[src/rtl/of_ex_stage.sv]
// OF/EX pipeline register: operand capture with write-back bypass,
// forwarding overlay, stall hold with operand refresh, flush to bubble.
module of_ex_stage #(
  parameter logic [31:0] NOP_INSTR   = 32'h00000013,
  parameter int          STALL_CNT_W = 16
) (
  input  logic                   clk,
  input  logic                   resetn,
  input  logic                   in_valid,
  input  logic [31:0]            in_pc,
  input  logic [31:0]            in_instr,
  input  logic [4:0]             in_rs1_sel,
  input  logic [4:0]             in_rs2_sel,
  input  logic [4:0]             in_rd_sel,
  input  logic                   in_wb_enable,
  input  logic [31:0]            rf_rs1_data,
  input  logic [31:0]            rf_rs2_data,
  input  logic                   wb_enable,
  input  logic [4:0]             wb_addr,
  input  logic [31:0]            wb_data,
  input  logic                   fwd_rs1_enable,
  input  logic                   fwd_rs2_enable,
  input  logic [31:0]            fwd_rs1_data,
  input  logic [31:0]            fwd_rs2_data,
  input  logic                   stall_ofex,
  input  logic                   flush,
  output logic                   in_ready,
  output logic                   out_valid,
  output logic [31:0]            out_pc,
  output logic [31:0]            out_instr,
  output logic [4:0]             out_rd_sel,
  output logic                   out_wb_enable,
  output logic [31:0]            out_rs1_data,
  output logic [31:0]            out_rs2_data,
  output logic [STALL_CNT_W-1:0] stall_cycles
);

  localparam logic [1:0] S_EMPTY = 2'd0;
  localparam logic [1:0] S_ISSUE = 2'd1;
  localparam logic [1:0] S_HOLD  = 2'd2;

  logic [1:0]  state_q, state_d;
  logic [4:0]  rs1_q, rs2_q;
  logic [31:0] op1_q, op2_q;
  logic        held;
  logic        do_hold;
  logic        do_cap;
  logic        idle_stall;

  assign in_ready   = ~stall_ofex | flush;
  assign held       = state_q != S_EMPTY;
  assign do_cap     = ~flush & ~stall_ofex;
  assign do_hold    = ~flush & stall_ofex & held;
  assign idle_stall = ~flush & stall_ofex & ~held;

  function automatic logic [31:0] cap_op(
    input logic [4:0]  sel,
    input logic [31:0] rf,
    input logic        we,
    input logic [4:0]  wa,
    input logic [31:0] wd
  );
    if (sel == 5'd0)
      return 32'd0;
    else if (we && wa == sel)
      return wd;
    else
      return rf;
  endfunction

  // In HOLD the held operand absorbs late results; fwd beats wb
  function automatic logic [31:0] refresh_op(
    input logic [4:0]  sel,
    input logic [31:0] cur,
    input logic        fe,
    input logic [31:0] fd,
    input logic        we,
    input logic [4:0]  wa,
    input logic [31:0] wd
  );
    if (fe)
      return fd;
    else if (we && sel != 5'd0 && wa == sel)
      return wd;
    else
      return cur;
  endfunction

  always_comb begin
    state_d = state_q;
    unique case (1'b1)
      flush:      state_d = S_EMPTY;
      do_hold:    state_d = S_HOLD;
      do_cap:     state_d = in_valid ? S_ISSUE : S_EMPTY;
      idle_stall: state_d = S_EMPTY;
      default:    state_d = state_q;
    endcase
  end

  always_ff @(posedge clk or negedge resetn) begin
    if (!resetn) begin
      state_q       <= S_EMPTY;
      out_valid     <= 1'b0;
      out_pc        <= 32'd0;
      out_instr     <= NOP_INSTR;
      out_rd_sel    <= 5'd0;
      out_wb_enable <= 1'b0;
      rs1_q         <= 5'd0;
      rs2_q         <= 5'd0;
      op1_q         <= 32'd0;
      op2_q         <= 32'd0;
    end else begin
      state_q <= state_d;
      if (flush) begin
        out_valid     <= 1'b0;
        out_instr     <= NOP_INSTR;
        out_rd_sel    <= 5'd0;
        out_wb_enable <= 1'b0;
      end else if (do_cap) begin
        out_valid     <= in_valid;
        out_pc        <= in_pc;
        out_instr     <= in_valid ? in_instr : NOP_INSTR;
        out_rd_sel    <= in_valid ? in_rd_sel : 5'd0;
        out_wb_enable <= in_valid & in_wb_enable;
        rs1_q         <= in_rs1_sel;
        rs2_q         <= in_rs2_sel;
        op1_q <= cap_op(in_rs1_sel, rf_rs1_data,
                        wb_enable, wb_addr, wb_data);
        op2_q <= cap_op(in_rs2_sel, rf_rs2_data,
                        wb_enable, wb_addr, wb_data);
      end else if (do_hold) begin
        op1_q <= refresh_op(rs1_q, op1_q,
                            fwd_rs1_enable, fwd_rs1_data,
                            wb_enable, wb_addr, wb_data);
        op2_q <= refresh_op(rs2_q, op2_q,
                            fwd_rs2_enable, fwd_rs2_data,
                            wb_enable, wb_addr, wb_data);
      end
    end
  end

  always_ff @(posedge clk or negedge resetn) begin
    if (!resetn)
      stall_cycles <= '0;
    else if (state_d == S_HOLD && stall_cycles != '1)
      stall_cycles <= stall_cycles + 1'b1;
  end

  assign out_rs1_data = (rs1_q == 5'd0) ? 32'd0 :
                        fwd_rs1_enable  ? fwd_rs1_data : op1_q;
  assign out_rs2_data = (rs2_q == 5'd0) ? 32'd0 :
                        fwd_rs2_enable  ? fwd_rs2_data : op2_q;

endmodule

[config.mk]
export PLATFORM = sky130hd
export DESIGN_NAME = of_ex_stage
export DESIGN_NICKNAME = d
export VERILOG_FILES = /design/src/rtl/of_ex_stage.sv
export SDC_FILE = /design/constraint.sdc
export NUM_CORES = 1
export LEC_CHECK = 0
export CAP_MARGIN = 15
export CORE_AREA = 3 3 156 158
export CTS_BUF_LIST = sky130_fd_sc_hd__clkbuf_8 sky130_fd_sc_hd__clkbuf_16
export DETAILED_ROUTE_END_ITERATION = 10
export DIE_AREA = 0 0 159 161
export GPL_TIMING_DRIVEN = 0
export PLACE_DENSITY = 0.74
export SYNTH_ARGS = -nofsm -noshare
export SYNTH_HDL_FRONTEND = slang
export SYNTH_SLANG_ARGS = --single-unit
[constraint.sdc]
create_clock -name clk -period 6.5 [get_ports clk]
set_input_delay 1.3 -clock clk [delete_from_list [all_inputs] [get_ports clk]]
set_output_delay 1.3 -clock clk [all_outputs]
set_load 0.01 [all_outputs]
==> impl_table.tex <==
\begin{tabular}{lr}
\hline
Metric & Value \\
\hline
\multicolumn{2}{l}{\textbf{Outcome}} \\
Run status & finished clean \\
\multicolumn{2}{l}{\textbf{Power and ir drop}} \\
Clock Power Share & 0.316 \\
Cell internal power dissipation & 2.221 mW \\
PwrDens & 232.6 nW/µm² \\
Sw Share & 0.3044 \\
Proportion of power drawn by flip-flops and latches & 0.392 \\
Total leakage power & 5.617 nW \\
Combinational fraction of design power & 0.292 \\
Net switching power & 0.9721 mW \\
Maximum vdd ir drop & 194.0 µV \\
\multicolumn{2}{l}{\textbf{Clocking}} \\
Clock tree root driver cell & clkbuf\_16 \\
Buffers inserted by post-CTS timing repair & 0 \\
TritonCTS Buffers & 17 \\
Clk sinks & 163 \\
Deepest level of the CTS H-tree & 4 \\
TritonCTS clock tree & built \\
Number of hold buffers added after CTS & 0 \\
Source-to-sink clock delay at the later pin of the worst-skew pair & 0.42 ns \\
Clock tree buffer depth & 2 \\
Cells resized by post-CTS repair & 0 \\
Clock-pin slew on the worst setup and hold paths & 0.07 ns \\
\multicolumn{2}{l}{\textbf{Global routing}} \\
Global router's overall resource usage & 0.2457 \\
Antenna violations before repair & 0 \\
Maximum number of pins on one net before global-route repair & 104 \\
Aggregate global routing overflow & 0 \\
First-pass GRT wire length & 49.88 mm \\
Vias in the first global route & 8733 \\
\multicolumn{2}{l}{\textbf{Timing}} \\
Worst rel slew slack & 0.3556 \\
Tmin final & 5.098 ns \\
Final-report setup violation count & 0 \\
Setup TNS & 0 ns \\
Final count of pins violating max slew & 0 \\
Share of the clock period used by the worst path after layout & 0.7843 \\
Number of hold violations in the final report & 0 \\
Worst-Margin Slew & 0.9584 ns \\
Worst clock skew on the final layout & 0.01152 ns \\
Setup repair after global routing missed its margin & no \\
Fmax & 0.1962 GHz \\
\multicolumn{2}{l}{\textbf{Place}} \\
Placer's final routability congestion estimate & 0.8701 \\
HPWL Detailed & 24.57 mm \\
Port bufs & 402 \\
Placed cell count & 1530 \\
\multicolumn{2}{l}{\textbf{Floorplanning}} \\
Die area & 25600 µm² \\
Number of primary I/O pins & 405 \\
DIE HEIGHT & 161 µm \\
Initial Utilization & 0.3733 \\
Row cnt & 56 \\
Die width & 159 µm \\
Area inside the core boundary & 23260 µm² \\
\multicolumn{2}{l}{\textbf{Critical path}} \\
Crit path arrival time & 3.80 ns \\
Launching point of the worst reg2reg path & rs1\_q[0]\$\_DFFE\_PN0P\_ \\
Origin of the worst setup path & fwd\_rs1\_enable \\
Required @ worst endpoint & 5.20 ns \\
Largest fanout on the critical path & 10 \\
RR Endpoint & op1\_q[7]\$\_DFFE\_PN0P\_ \\
Last element of the critical path & out\_rs1\_data[19] \\
Element type at the critical path start & input port \\
Depth of the worst register-to-register path & 6 \\
Register-to-register setup slack & 3.84 ns \\
Kind of critical path & input port to output pin \\
Critical path capture point type & output pin \\
\multicolumn{2}{l}{\textbf{Yosys}} \\
Cell count after synthesis & 808 \\
Seq/Total Area, Yosys & 0.4702 \\
Predominant post-synthesis flop cell & dfrtp\_1 \\
Proportion of register bits with asynchronous set or reset after synthesis & 1.000 \\
Total of warnings raised by yosys & 0 \\
Synthesized area per cell & 10.75 µm² \\
Seq cells post-synth & 163 \\
Total nets after synthesis & 1062 \\
Netlist area before placement & 8683 µm² \\
Number of enable-type register cells in the synthesized netlist & 0 \\
Unique masters post-synth & 54 \\
\multicolumn{2}{l}{\textbf{Layout}} \\
Area growth from synthesis to layout & 58.08\% \\
Antenna Diode Count & 0 \\
Count of placed standard cells in the final layout, fillers left out & 1561 \\
Share of post-route cells with drive strength above 1 & 0.1143 \\
Net count, final & 1484 \\
\multicolumn{2}{l}{\textbf{Drt}} \\
Routed Wire Length & 32.06 mm \\
Antenna-violating nets left & 0 \\
DRC viols & 0 \\
Routed via count divided by cell count & 5.345 \\
Drt first pass iters & 9 \\
Via Count & 8344 \\
DRT iter0 DRCs & 652 \\
Wire length per cell & 20.53 µm \\
\multicolumn{2}{l}{\textbf{Hold path}} \\
Path category of the worst min-delay check & register to register \\
\multicolumn{2}{l}{\textbf{Flow run}} \\
Max-Cap Viols & 0 \\
\hline
\end{tabular}
layer usage:
layer,GRT usage,part of all wire
met3,0.06874,0.073
met2,0.4165,0.49
met1,0.3066,0.42
met5,0,0
met4,0.07640,0.023
sequential cells by signal, summed over array words and instances, names as in the netlist, 2 cells and up:
name and flops:
op1_q 32, op2_q 32, out_instr 32, out_pc 32
stall_cycles 16, out_rd_sel 5, rs1_q 5, rs2_q 5
state_q 2
cell usage after synthesis, types with 2 or more instances:
cell type,instances,area share
buf_2,7,0.0040
mux2_2,75,0.097
a31oi_1,2,0.0014
nor2b_1,2,0.0014
o21ai_0,2,0.0012
dlygate4sd1_1,4,0.0040
dfstp_2,3,0.0091
clkbuf_1,34,0.015
nand2b_1,64,0.046
xnor2_1,22,0.022
buf_4,3,0.0026
mux2i_1,33,0.038
nor4_1,3,0.0022
a41oi_1,2,0.0020
nand4_1,9,0.0065
or4_1,5,0.0043
a21oi_1,131,0.076
a22o_1,35,0.035
clkbuf_4,3,0.0026
nand2_1,45,0.019
buf_1,4,0.0017
and3_1,2,0.0014
dlygate4sd3_1,2,0.0023
inv_1,3,0.0013
a222oi_1,31,0.036
o22a_1,3,0.0030
nor2_1,43,0.019
nor3_1,3,0.0017
xor2_1,11,0.011
a221o_1,32,0.037
buf_6,7,0.0091
dfrtp_1,160,0.46
nor2_2,2,0.0014
power groups by stage:
stage               registers, mW  clock network, mW  logic (mW)
floorplan                    1.27                  0       0.391
global placement             1.26                  0       0.921
detailed placement           1.27                  0       0.935
CTS                          1.25               1.03       0.940
global route                 1.27               1.07        1.00
finish                       1.25               1.01       0.933
how the worst min path moves through the flow:
stage	startpoint	endpoint	slack (ns)	depth (start not counted)
after global routing	op1_q[18]$_DFFE_PN0P_	op1_q[18]$_DFFE_PN0P_	0.52	1
after global placement	out_valid$_DFFE_PN0P_	out_valid$_DFFE_PN0P_	0.47	2
after detailed placement	out_valid$_DFFE_PN0P_	out_valid$_DFFE_PN0P_	0.49	2
final	out_valid$_DFFE_PN0P_	out_valid$_DFFE_PN0P_	0.50	2
after CTS	out_valid$_DFFE_PN0P_	out_valid$_DFFE_PN0P_	0.51	2
after floorplan	op1_q[10]$_DFFE_PN0P_	op1_q[10]$_DFFE_PN0P_	0.48	1
placed cells by master, fill, tap and decap left out, drive strengths merged, types with 9 or more instances in the layout:
master         synthesis  final
a222oi                31     31
a221o                 32     32
mux2                  75     75
dfrtp                160    160
mux2i                 33     33
nand4                  9      9
inv                    4     11
nand2b                64     64
nand2                 45     45
xnor2                 22     22
xor2                  11     11
nor2                  45     45
clkbuf                38     55
a21oi                131    131
clkdlybuf4s50          0    401
a22o                  35     35
buf                   21     23
worst max-delay path: stages:
cell and delay [ns]:
clkbuf_1 0.39, clkbuf_1 0.43, clkbuf_1 0.50, clkbuf_1 0.40
nand2b_1 0.16, a21oi_1 0.08, clkdlybuf4s50_1 0.53
cell type report:
type                    count  area (µm²)
fillers                  2010        9535
multi-input cells         574        4199
flip-flops and latches    163        4083
repair buffers            403        4056
clock buffers              17       425.4
well taps                 319       399.1
plain buffers              66       382.9
clock inverters            14       162.7
inverters                   5       18.77
stage by stage:
stage                 util  hold slack [ns]  worst slack [ns]  total power [mW]  area, µm²
finish              0.5901           0.4982             1.402             3.194      13730
global route        0.5901           0.5171             1.205             3.349      13730
CTS                 0.5901           0.5057             1.342             3.219      13730
detailed placement  0.5648           0.4850             1.365             2.204      13140
global placement    0.5634           0.4687            -2.842             2.184      13110
floorplan                -           0.4804             2.766             1.663       8683
cell families after synthesis:
group	after synthesis	synth area share
AOI/OAI and AO/OA	244	0.2006
xor gates and xnor gates	33	0.03328
DFF	163	0.4702
adders and majority gates	1	0.001441
and+or+nand+nor	188	0.1130
muxes	108	0.1353
buffers and inverters	71	0.04625
Note: power is estimated with default switching activity, not from simulation.
